--- src/rtl/spi_arb_pkg.sv ---
// Shared encodings for the SPI flash arbiter: FSM states, bus owner codes and
// small elaboration-time helpers.
package spi_arb_pkg;

   typedef enum logic [2:0] {
      CPU       = 3'd0,
      HALT_REQ  = 3'd1,
      GUARD_IN  = 3'd2,
      HOST      = 3'd3,
      GUARD_OUT = 3'd4,
      EXIT_RST  = 3'd5
   } arb_state_e;

   typedef enum logic [1:0] {
      OWN_CPU  = 2'd0,
      OWN_HOST = 2'd1,
      OWN_NONE = 2'd2
   } owner_e;

   function automatic owner_e state_owner(arb_state_e st);
      case (st)
         CPU, HALT_REQ: return OWN_CPU;
         HOST:          return OWN_HOST;
         default:       return OWN_NONE;
      endcase
   endfunction

   function automatic int max_of3(int a, int b, int c);
      int m;
      m = (a > b) ? a : b;
      return (m > c) ? m : c;
   endfunction

endpackage

--- src/rtl/spi_flash_arbiter_if.sv ---
// Flash, host, CPU-side and 6809 handshake signals of the arbiter, grouped as one
// bundle; the arbiter uses the slave view, its environment the master view.
interface spi_flash_arbiter_if #(
   parameter int NUM_CS = 2
);
   logic [NUM_CS-1:0] i_FT_CS_N;
   logic              i_FT_SCK;
   logic              i_FT_MOSI;
   logic              o_FT_MISO;
   logic              o_FT_MISO_OE;
   logic [NUM_CS-1:0] i_CPU_CS_N;
   logic              i_CPU_SCK;
   logic              i_CPU_MOSI;
   logic              o_CPU_MISO;
   logic [NUM_CS-1:0] o_SPI_CS_N;
   logic              o_SPI_CLK;
   logic              o_SPI_MOSI;
   logic              i_SPI_MISO;
   logic              i_BA;
   logic              i_BS;
   logic              o_HALT;
   logic              o_RESET;
   logic              o_HOST_OWNS;
   logic              o_HALT_TIMEOUT;

   modport slave (
      input  i_FT_CS_N, i_FT_SCK, i_FT_MOSI,
      input  i_CPU_CS_N, i_CPU_SCK, i_CPU_MOSI,
      input  i_SPI_MISO, i_BA, i_BS,
      output o_FT_MISO, o_FT_MISO_OE, o_CPU_MISO,
      output o_SPI_CS_N, o_SPI_CLK, o_SPI_MOSI,
      output o_HALT, o_RESET, o_HOST_OWNS, o_HALT_TIMEOUT
   );

   modport master (
      output i_FT_CS_N, i_FT_SCK, i_FT_MOSI,
      output i_CPU_CS_N, i_CPU_SCK, i_CPU_MOSI,
      output i_SPI_MISO, i_BA, i_BS,
      input  o_FT_MISO, o_FT_MISO_OE, o_CPU_MISO,
      input  o_SPI_CS_N, o_SPI_CLK, o_SPI_MOSI,
      input  o_HALT, o_RESET, o_HOST_OWNS, o_HALT_TIMEOUT
   );
endinterface

--- src/rtl/spi_flash_arbiter_sync_bit.sv ---
// Single-bit flop-chain synchronizer with a selectable reset value so that
// active-low inputs can come out of reset in their inactive state.
module sync_bit #(
   parameter int   STAGES  = 2,
   parameter logic RST_VAL = 1'b0
) (
   input  logic i_CLK,
   input  logic i_RST,
   input  logic i_d,
   output logic o_q
);
   logic [STAGES-1:0] chain_q;
   logic [STAGES-1:0] chain_d;

   always_comb begin
      chain_d    = chain_q << 1;
      chain_d[0] = i_d;
   end

   always_ff @(posedge i_CLK) begin
      if (i_RST) chain_q <= {STAGES{RST_VAL}};
      else       chain_q <= chain_d;
   end

   assign o_q = chain_q[STAGES-1];
endmodule

--- src/rtl/spi_flash_arbiter.sv ---
// Arbitrates the flash chip selects between the FT2232 host and the 6809-side
// SPI master, halting the 6809 before any host grant.
//
// state     | meaning
// CPU       | CPU master owns the flash, no halt
// HALT_REQ  | host asked; halt raised, waiting for BA&BS or timeout
// GUARD_IN  | nobody drives the flash, guard before host grant
// HOST      | host owns the flash
// GUARD_OUT | nobody drives the flash, guard after host release
// EXIT_RST  | 6809 held in reset before the CPU gets the bus back
module spi_flash_arbiter
   import spi_arb_pkg::*;
#(
   parameter int NUM_CS        = 2,
   parameter int SYNC_STAGES   = 2,
   parameter int HALT_TIMEOUT  = 4096,
   parameter int GUARD_CYCLES  = 16,
   parameter int RESET_ON_EXIT = 1,
   parameter int RESET_CYCLES  = 64
) (
   input  logic               i_CLK,
   input  logic               i_RST,
   spi_flash_arbiter_if.slave bus
);
   localparam int MAX_CNT = max_of3(HALT_TIMEOUT, GUARD_CYCLES, RESET_CYCLES);
   localparam int CNT_W   = (MAX_CNT > 1) ? $clog2(MAX_CNT) : 1;

   // Counters load N-1 and exit on zero, so each timed state lasts exactly N cycles.
   localparam logic [CNT_W-1:0] LD_HALT  = CNT_W'(HALT_TIMEOUT - 1);
   localparam logic [CNT_W-1:0] LD_GUARD = CNT_W'(GUARD_CYCLES - 1);
   localparam logic [CNT_W-1:0] LD_RST   = CNT_W'(RESET_CYCLES - 1);

   logic [NUM_CS-1:0] ft_cs_n_s;
   logic              halt_ack;
   logic              cpu_idle;
   logic              host_req;

   arb_state_e        state_q, state_d;
   owner_e            owner_q, owner_d;
   logic [CNT_W-1:0]  cnt_q, cnt_d;
   logic              timeout_q, timeout_d;
   logic              rst_hold_q, rst_hold_d;

   for (genvar i = 0; i < NUM_CS; i++) begin : g_ft_sync
      sync_bit #(.STAGES(SYNC_STAGES), .RST_VAL(1'b1)) u_sync (
         .i_CLK (i_CLK),
         .i_RST (i_RST),
         .i_d   (bus.i_FT_CS_N[i]),
         .o_q   (ft_cs_n_s[i])
      );
   end

   sync_bit #(.STAGES(SYNC_STAGES), .RST_VAL(1'b0)) u_sync_ack (
      .i_CLK (i_CLK),
      .i_RST (i_RST),
      .i_d   (bus.i_BA & bus.i_BS),
      .o_q   (halt_ack)
   );

   sync_bit #(.STAGES(SYNC_STAGES), .RST_VAL(1'b0)) u_sync_idle (
      .i_CLK (i_CLK),
      .i_RST (i_RST),
      .i_d   (&bus.i_CPU_CS_N),
      .o_q   (cpu_idle)
   );

   assign host_req = ~&ft_cs_n_s;

   always_comb begin
      state_d    = state_q;
      cnt_d      = cnt_q;
      timeout_d  = timeout_q;
      rst_hold_d = rst_hold_q;
      unique case (state_q)
         CPU: begin
            if (host_req) begin
               state_d = HALT_REQ;
               cnt_d   = LD_HALT;
            end
         end
         HALT_REQ: begin
            if (!host_req) begin
               state_d = CPU;
            end else if (halt_ack && cpu_idle) begin
               state_d = GUARD_IN;
               cnt_d   = LD_GUARD;
            end else if (cnt_q == '0) begin
               // Forced grant: keep the 6809 in reset until the bus comes back.
               state_d    = GUARD_IN;
               cnt_d      = LD_GUARD;
               timeout_d  = 1'b1;
               rst_hold_d = 1'b1;
            end else begin
               cnt_d = cnt_q - CNT_W'(1);
            end
         end
         GUARD_IN: begin
            if (cnt_q == '0) state_d = HOST;
            else             cnt_d   = cnt_q - CNT_W'(1);
         end
         HOST: begin
            if (!host_req) begin
               state_d = GUARD_OUT;
               cnt_d   = LD_GUARD;
            end
         end
         GUARD_OUT: begin
            if (cnt_q != '0) begin
               cnt_d = cnt_q - CNT_W'(1);
            end else if (RESET_ON_EXIT != 0) begin
               state_d = EXIT_RST;
               cnt_d   = LD_RST;
            end else begin
               state_d    = CPU;
               rst_hold_d = 1'b0;
            end
         end
         EXIT_RST: begin
            if (cnt_q == '0) begin
               state_d    = CPU;
               rst_hold_d = 1'b0;
            end else begin
               cnt_d = cnt_q - CNT_W'(1);
            end
         end
         default: begin
            state_d = CPU;
         end
      endcase
      owner_d = state_owner(state_d);
   end

   always_ff @(posedge i_CLK) begin
      if (i_RST) begin
         state_q    <= CPU;
         owner_q    <= OWN_CPU;
         cnt_q      <= '0;
         timeout_q  <= 1'b0;
         rst_hold_q <= 1'b0;
      end else begin
         state_q    <= state_d;
         owner_q    <= owner_d;
         cnt_q      <= cnt_d;
         timeout_q  <= timeout_d;
         rst_hold_q <= rst_hold_d;
      end
   end

   // SCK and data pass straight through; only the owner select is registered.
   always_comb begin
      bus.o_SPI_CS_N   = '1;
      bus.o_SPI_CLK    = 1'b0;
      bus.o_SPI_MOSI   = 1'b0;
      bus.o_CPU_MISO   = 1'b0;
      bus.o_FT_MISO    = 1'b0;
      bus.o_FT_MISO_OE = 1'b0;
      case (owner_q)
         OWN_CPU: begin
            bus.o_SPI_CS_N = bus.i_CPU_CS_N;
            bus.o_SPI_CLK  = bus.i_CPU_SCK;
            bus.o_SPI_MOSI = bus.i_CPU_MOSI;
            bus.o_CPU_MISO = bus.i_SPI_MISO;
         end
         OWN_HOST: begin
            bus.o_SPI_CS_N   = bus.i_FT_CS_N;
            bus.o_SPI_CLK    = bus.i_FT_SCK;
            bus.o_SPI_MOSI   = bus.i_FT_MOSI;
            bus.o_FT_MISO    = bus.i_SPI_MISO;
            bus.o_FT_MISO_OE = 1'b1;
         end
         default: begin
         end
      endcase
   end

   assign bus.o_HALT         = (state_q != CPU);
   assign bus.o_RESET        = rst_hold_q | (state_q == EXIT_RST);
   assign bus.o_HOST_OWNS    = (owner_q == OWN_HOST);
   assign bus.o_HALT_TIMEOUT = timeout_q;
endmodule

--- src/flat_wrapper.sv ---
// flat-port wrapper written by rule: the top's interface ports become plain ports
module spi_flash_arbiter_flat import spi_arb_pkg::*;
#(
   parameter int NUM_CS        = 2,
   parameter int SYNC_STAGES   = 2,
   parameter int HALT_TIMEOUT  = 4096,
   parameter int GUARD_CYCLES  = 16,
   parameter int RESET_ON_EXIT = 1,
   parameter int RESET_CYCLES  = 64
)
  (i_CLK, i_RST, bus_i_FT_CS_N, bus_i_FT_SCK, bus_i_FT_MOSI, bus_i_CPU_CS_N, bus_i_CPU_SCK, bus_i_CPU_MOSI, bus_i_SPI_MISO, bus_i_BA, bus_i_BS, bus_o_FT_MISO, bus_o_FT_MISO_OE, bus_o_CPU_MISO, bus_o_SPI_CS_N, bus_o_SPI_CLK, bus_o_SPI_MOSI, bus_o_HALT, bus_o_RESET, bus_o_HOST_OWNS, bus_o_HALT_TIMEOUT);
  spi_flash_arbiter_if #(.NUM_CS(NUM_CS)) bus_i ();
  input  logic i_CLK;
  input  logic i_RST;
  input wire logic [$bits(bus_i.i_FT_CS_N)-1:0] bus_i_FT_CS_N;
  input wire logic [$bits(bus_i.i_FT_SCK)-1:0] bus_i_FT_SCK;
  input wire logic [$bits(bus_i.i_FT_MOSI)-1:0] bus_i_FT_MOSI;
  input wire logic [$bits(bus_i.i_CPU_CS_N)-1:0] bus_i_CPU_CS_N;
  input wire logic [$bits(bus_i.i_CPU_SCK)-1:0] bus_i_CPU_SCK;
  input wire logic [$bits(bus_i.i_CPU_MOSI)-1:0] bus_i_CPU_MOSI;
  input wire logic [$bits(bus_i.i_SPI_MISO)-1:0] bus_i_SPI_MISO;
  input wire logic [$bits(bus_i.i_BA)-1:0] bus_i_BA;
  input wire logic [$bits(bus_i.i_BS)-1:0] bus_i_BS;
  output wire logic [$bits(bus_i.o_FT_MISO)-1:0] bus_o_FT_MISO;
  output wire logic [$bits(bus_i.o_FT_MISO_OE)-1:0] bus_o_FT_MISO_OE;
  output wire logic [$bits(bus_i.o_CPU_MISO)-1:0] bus_o_CPU_MISO;
  output wire logic [$bits(bus_i.o_SPI_CS_N)-1:0] bus_o_SPI_CS_N;
  output wire logic [$bits(bus_i.o_SPI_CLK)-1:0] bus_o_SPI_CLK;
  output wire logic [$bits(bus_i.o_SPI_MOSI)-1:0] bus_o_SPI_MOSI;
  output wire logic [$bits(bus_i.o_HALT)-1:0] bus_o_HALT;
  output wire logic [$bits(bus_i.o_RESET)-1:0] bus_o_RESET;
  output wire logic [$bits(bus_i.o_HOST_OWNS)-1:0] bus_o_HOST_OWNS;
  output wire logic [$bits(bus_i.o_HALT_TIMEOUT)-1:0] bus_o_HALT_TIMEOUT;
  assign bus_i.i_FT_CS_N = bus_i_FT_CS_N;
  assign bus_i.i_FT_SCK = bus_i_FT_SCK;
  assign bus_i.i_FT_MOSI = bus_i_FT_MOSI;
  assign bus_i.i_CPU_CS_N = bus_i_CPU_CS_N;
  assign bus_i.i_CPU_SCK = bus_i_CPU_SCK;
  assign bus_i.i_CPU_MOSI = bus_i_CPU_MOSI;
  assign bus_i.i_SPI_MISO = bus_i_SPI_MISO;
  assign bus_i.i_BA = bus_i_BA;
  assign bus_i.i_BS = bus_i_BS;
  assign bus_o_FT_MISO = bus_i.o_FT_MISO;
  assign bus_o_FT_MISO_OE = bus_i.o_FT_MISO_OE;
  assign bus_o_CPU_MISO = bus_i.o_CPU_MISO;
  assign bus_o_SPI_CS_N = bus_i.o_SPI_CS_N;
  assign bus_o_SPI_CLK = bus_i.o_SPI_CLK;
  assign bus_o_SPI_MOSI = bus_i.o_SPI_MOSI;
  assign bus_o_HALT = bus_i.o_HALT;
  assign bus_o_RESET = bus_i.o_RESET;
  assign bus_o_HOST_OWNS = bus_i.o_HOST_OWNS;
  assign bus_o_HALT_TIMEOUT = bus_i.o_HALT_TIMEOUT;
  spi_flash_arbiter #(.NUM_CS(NUM_CS), .SYNC_STAGES(SYNC_STAGES), .HALT_TIMEOUT(HALT_TIMEOUT), .GUARD_CYCLES(GUARD_CYCLES), .RESET_ON_EXIT(RESET_ON_EXIT), .RESET_CYCLES(RESET_CYCLES)) u_core (.i_CLK(i_CLK), .i_RST(i_RST), .bus(bus_i));
endmodule
--- config.mk ---
export PLATFORM = sky130hd
export DESIGN_NAME = spi_flash_arbiter_flat
export DESIGN_NICKNAME = d
export VERILOG_FILES = /design/src/rtl/spi_arb_pkg.sv /design/src/rtl/spi_flash_arbiter_if.sv /design/src/rtl/spi_flash_arbiter_sync_bit.sv /design/src/rtl/spi_flash_arbiter.sv /design/src/flat_wrapper.sv
export SDC_FILE = /design/constraint.sdc
export NUM_CORES = 1
export LEC_CHECK = 0
export CAP_MARGIN = 5
export CORE_MARGIN = 4
export CORE_UTILIZATION = 26
export DETAILED_ROUTE_END_ITERATION = 10
export SKIP_LAST_GASP = 1
export SLEW_MARGIN = 10
export SYNTH_ARGS = -nofsm -noshare
export SYNTH_HDL_FRONTEND = slang
export SYNTH_SLANG_ARGS = --single-unit
export TNS_END_PERCENT = 10
--- constraint.sdc ---
create_clock -name i_CLK -period 3.2 [get_ports i_CLK]
set_clock_uncertainty 0.2 [all_clocks]
set_input_delay 0.8 -clock i_CLK [delete_from_list [all_inputs] [get_ports i_CLK]]
set_output_delay 0.8 -clock i_CLK [all_outputs]
set_load 0.02 [all_outputs]
==> results of run 1 <==
[synth_stat cells, types with 4 or more instances]
master    number  share of area [%]
dfxtp_1       27                 34
clkbuf_1       5                1.2
a21o_1         4                1.9
a21oi_1       13                4.1
nor2b_1       11                4.3
a221oi_1       4                2.2
inv_1         13                3.1
o32ai_2        4                4.1
or3_1          4                1.6
nor2_1        15                3.6
nand2_1        9                2.1
or2_2          4                1.6
o21a_1         4                1.9
nor3_1         5                1.6
[area by class of cell]
class	count	area, um2
Clock buffer	3	41.3
Clock inverter	1	8.76
Fill cell	627	3970
Inverter	13	48.8
Multi-Input combinational cell	135	950
Sequential cell	27	541
Tap cell	75	93.8
Timing Repair Buffer	28	270
[kinds of logic (layout without fill, tap and decap cells)]
group,count (synthesis),after routing,synth area share [%]
flip-flops,27,27,34.1
AND/OR/NAND/NOR,77,77,29.1
adder cells (fa/ha/maj),2,2,1.58
AO/OA/AOI/OAI,53,53,27.4
buffers and inverters,22,45,5.92
multiplexers,3,3,1.90
[registers in the layout (all words and copies together) (netlist names)]
| name | flops |
|---|---|
| u_core.u_sync_idle.chain_q | 2 |
| u_core.g_ft_sync.u_sync.chain_q | 4 |
| u_core.cnt_q | 12 |
| u_core.u_sync_ack.chain_q | 2 |
| u_core.owner_q | 2 |
| u_core.bus.o_HALT_TIMEOUT | 1 |
| u_core.rst_hold_q | 1 |
| u_core.state_q | 3 |
[metal layers]
layer	share of wire (%)	GRT usage, %
met1	51	14.5
met2	45	16.8
met3	2.3	1.34
met4	2.0	4.32
met5	0	0
[cell usage in the layout (no fill, tap or decap), types with 4 or more instances in the layout]
cell | netlist | layout
inv_1 | 13 | 13
or2_2 | 4 | 4
buf_4 | 1 | 5
nand2_1 | 9 | 9
or3_1 | 4 | 4
nor2b_1 | 11 | 11
nor2_1 | 15 | 15
a21oi_1 | 13 | 13
dfxtp_1 | 27 | 27
a21o_1 | 4 | 4
o32ai_2 | 4 | 4
clkdlybuf4s50_1 | 0 | 22
a221oi_1 | 4 | 4
nor3_1 | 5 | 5
o21a_1 | 4 | 4
[worst max-delay path, delay by kind of cell]
kind	cells	cell delay [ns]
AO/OA/AOI/OAI	1	0.27
AND/OR/NAND/NOR	1	0.13
buffers and inverters	2	0.95
[where the power goes]
part | switching (mW) | leakage [nW] | internal, mW
clock network | 0.113 | 0.0261 | 0.0915
registers | 0.0240 | 0.222 | 0.358
logic | 0.112 | 0.508 | 0.0993
total | 0.249 | 0.755 | 0.549
[worst min-delay path by stage]
stage                                                     start                                     to  cells past startpoint
after detailed placement  u_core.g_ft_sync[1].u_sync.chain_q[0]  u_core.g_ft_sync[1].u_sync.chain_q[1]                      1
after CTS                 u_core.g_ft_sync[1].u_sync.chain_q[0]  u_core.g_ft_sync[1].u_sync.chain_q[1]                      1
after global placement    u_core.g_ft_sync[0].u_sync.chain_q[0]  u_core.g_ft_sync[0].u_sync.chain_q[1]                      1
after floorplan           u_core.g_ft_sync[0].u_sync.chain_q[0]  u_core.g_ft_sync[0].u_sync.chain_q[1]                      1
final                     u_core.g_ft_sync[1].u_sync.chain_q[0]  u_core.g_ft_sync[1].u_sync.chain_q[1]                      1
after global routing      u_core.g_ft_sync[1].u_sync.chain_q[0]  u_core.g_ft_sync[1].u_sync.chain_q[1]                      1
[repair_timing]
| item | 4_1_cts | 5_1_grt |
|---|---|---|
| endpoints found under the setup margin | 0 | 1 |
| gates resized for setup | 0 | 1 |
| setup buffers | 0 | 0 |
| hold buffers | 0 | 0 |
==> results.py, run 1 <==
metrics = {
    "clocking": {
        "clk_root_buffer_cell": "clkbuf_8",
        "numCtsBuffers": 3,
        "path_clk_slew_ns": 0.10,
        "cts_num_sinks": 27,
        "cts_tree": "built",
        "clock_latency_ns": 0.28,
        "clock_path_buffers": 2,
        "h-tree-depth": 1,
    },
    "route": {
        "firstDrtPassIters": 4,
        "detail-route-antenna-nets": 0,
        "drt-vias-per-instance": 4.92,
        "vias": 1387,
        "finalWirelength_mm": 3.57,
        "drc": 0,
        "drt_iter0_markers": 60,
        "wl_per_cell_um": 12.6,
    },
    "placement": {
        "dp.cells": 278,
        "preCtsSetupSlack_ns": 0.0341,
        "port_buffers": 23,
        "dpl_cell_area_um2": 1900,
        "gp_congestion": 0.818,
        "dp.final_hpwl_mm": 2.75,
    },
    "sta": {
        "fin_crit_sh_pct": 98.8,
        "fin_ws_ns": 0.0379,
        "hold_ws_ns": 0.216,
        "slew_headroom_pct": 57.3,
        "setup_violations": 0,
        "tns_ns": 0,
        "rsz0062_at_grt": "no",
        "final_hold_viol_count": 0,
        "max_freq_mhz": 316,
        "layout_min_cycle_time_ns": 3.16,
        "tightest_slew_ns": 0.624,
        "finalMaxSlewViolations": 0,
    },
    "setup_path": {
        "r2r_start": "u_core.cnt_q[0]",
        "crit_path_start": "bus_i_CPU_CS_N[0]",
        "slowest_stage": "clkdlybuf4s50_1",
        "r2r-end": "u_core.cnt_q[9]",
        "r2r_cells": 7,
        "crit_type": "in2out",
        "worstSetupStartpointType": "primary input",
        "max_stage_delay_ns": 0.54,
        "required_ns": 2.20,
        "crit_chain": "clkdlybuf4s50_1 -> nor2b_1 -> a211o_1 -> clkdlybuf4s50_1",
        "cp_max_fo": 2,
        "reg2reg_slack_ns": 0.58,
        "path_common_cell": "clkdlybuf4s50_1",
        "cp.arrival_ns": 2.16,
        "endpoint_kind": "output pin",
        "crit_path_end": "bus_o_SPI_CS_N[0]",
    },
    "global_routing": {
        "grt_max_degree": 18,
        "grt_pass1_wl_mm": 6.42,
        "antenna_found_initial": 0,
        "overflow": 0,
        "grt_pass1_vias": 1333,
        "grt_usage_pct": 10.6,
    },
    "pwr": {
        "power_mw": 0.798,
        "power.leakage_nw": 0.755,
        "vdd_drop_max_mv": 0.177,
        "powerDensity_nw_per_um2": 408,
    },
    "die": {
        "start_util_pct": 26.8,
        "dieArea_um2": 7410,
        "die_h_um": 86.1,
        "coreArea_um2": 5920,
        "fp.dieW_um": 86.1,
        "ioPinCount": 24,
        "rows": 28,
    },
    "synth": {
        "synthCells": 184,
        "syn_avg_cell_area_um2": 8.61,
        "synth_warnings": 0,
        "syn-cell-area_um2": 1580,
        "synth_fp_nets": 199,
        "ys_seq_area_share_pct": 34.1,
        "synth_ff_type": "dfxtp_1",
        "synth_seq_cells": 27,
        "async_reset_ff_share_pct": 0,
        "synth_edf_count": 0,
        "ys_types": 50,
    },
    "cells_and_area": {
        "finish.utilization_pct": 33.0,
        "final_cell_area_um2": 1950,
        "area_growth_pct": 23.3,
        "fin_cells": 282,
        "layout-drive-gt1-share_pct": 13.0,
        "insertedDiodeCount": 0,
        "final_nets": 223,
    },
    "run_status": {
        "outcome": "completed",
    },
    "min_path": {
        "hold_class": "reg2reg",
    },
    "job": {
        "maxCapViolations": 0,
    },
}
No activity file was read; power rests on OpenSTA's default activity.
==> inputs of run 2 (changes only) <==
ABC_CLOCK_PERIOD_IN_PS = 3200   (was not set)
==> results of run 2 <==
Final layout, timing and power as in run 1 (identical DEF).
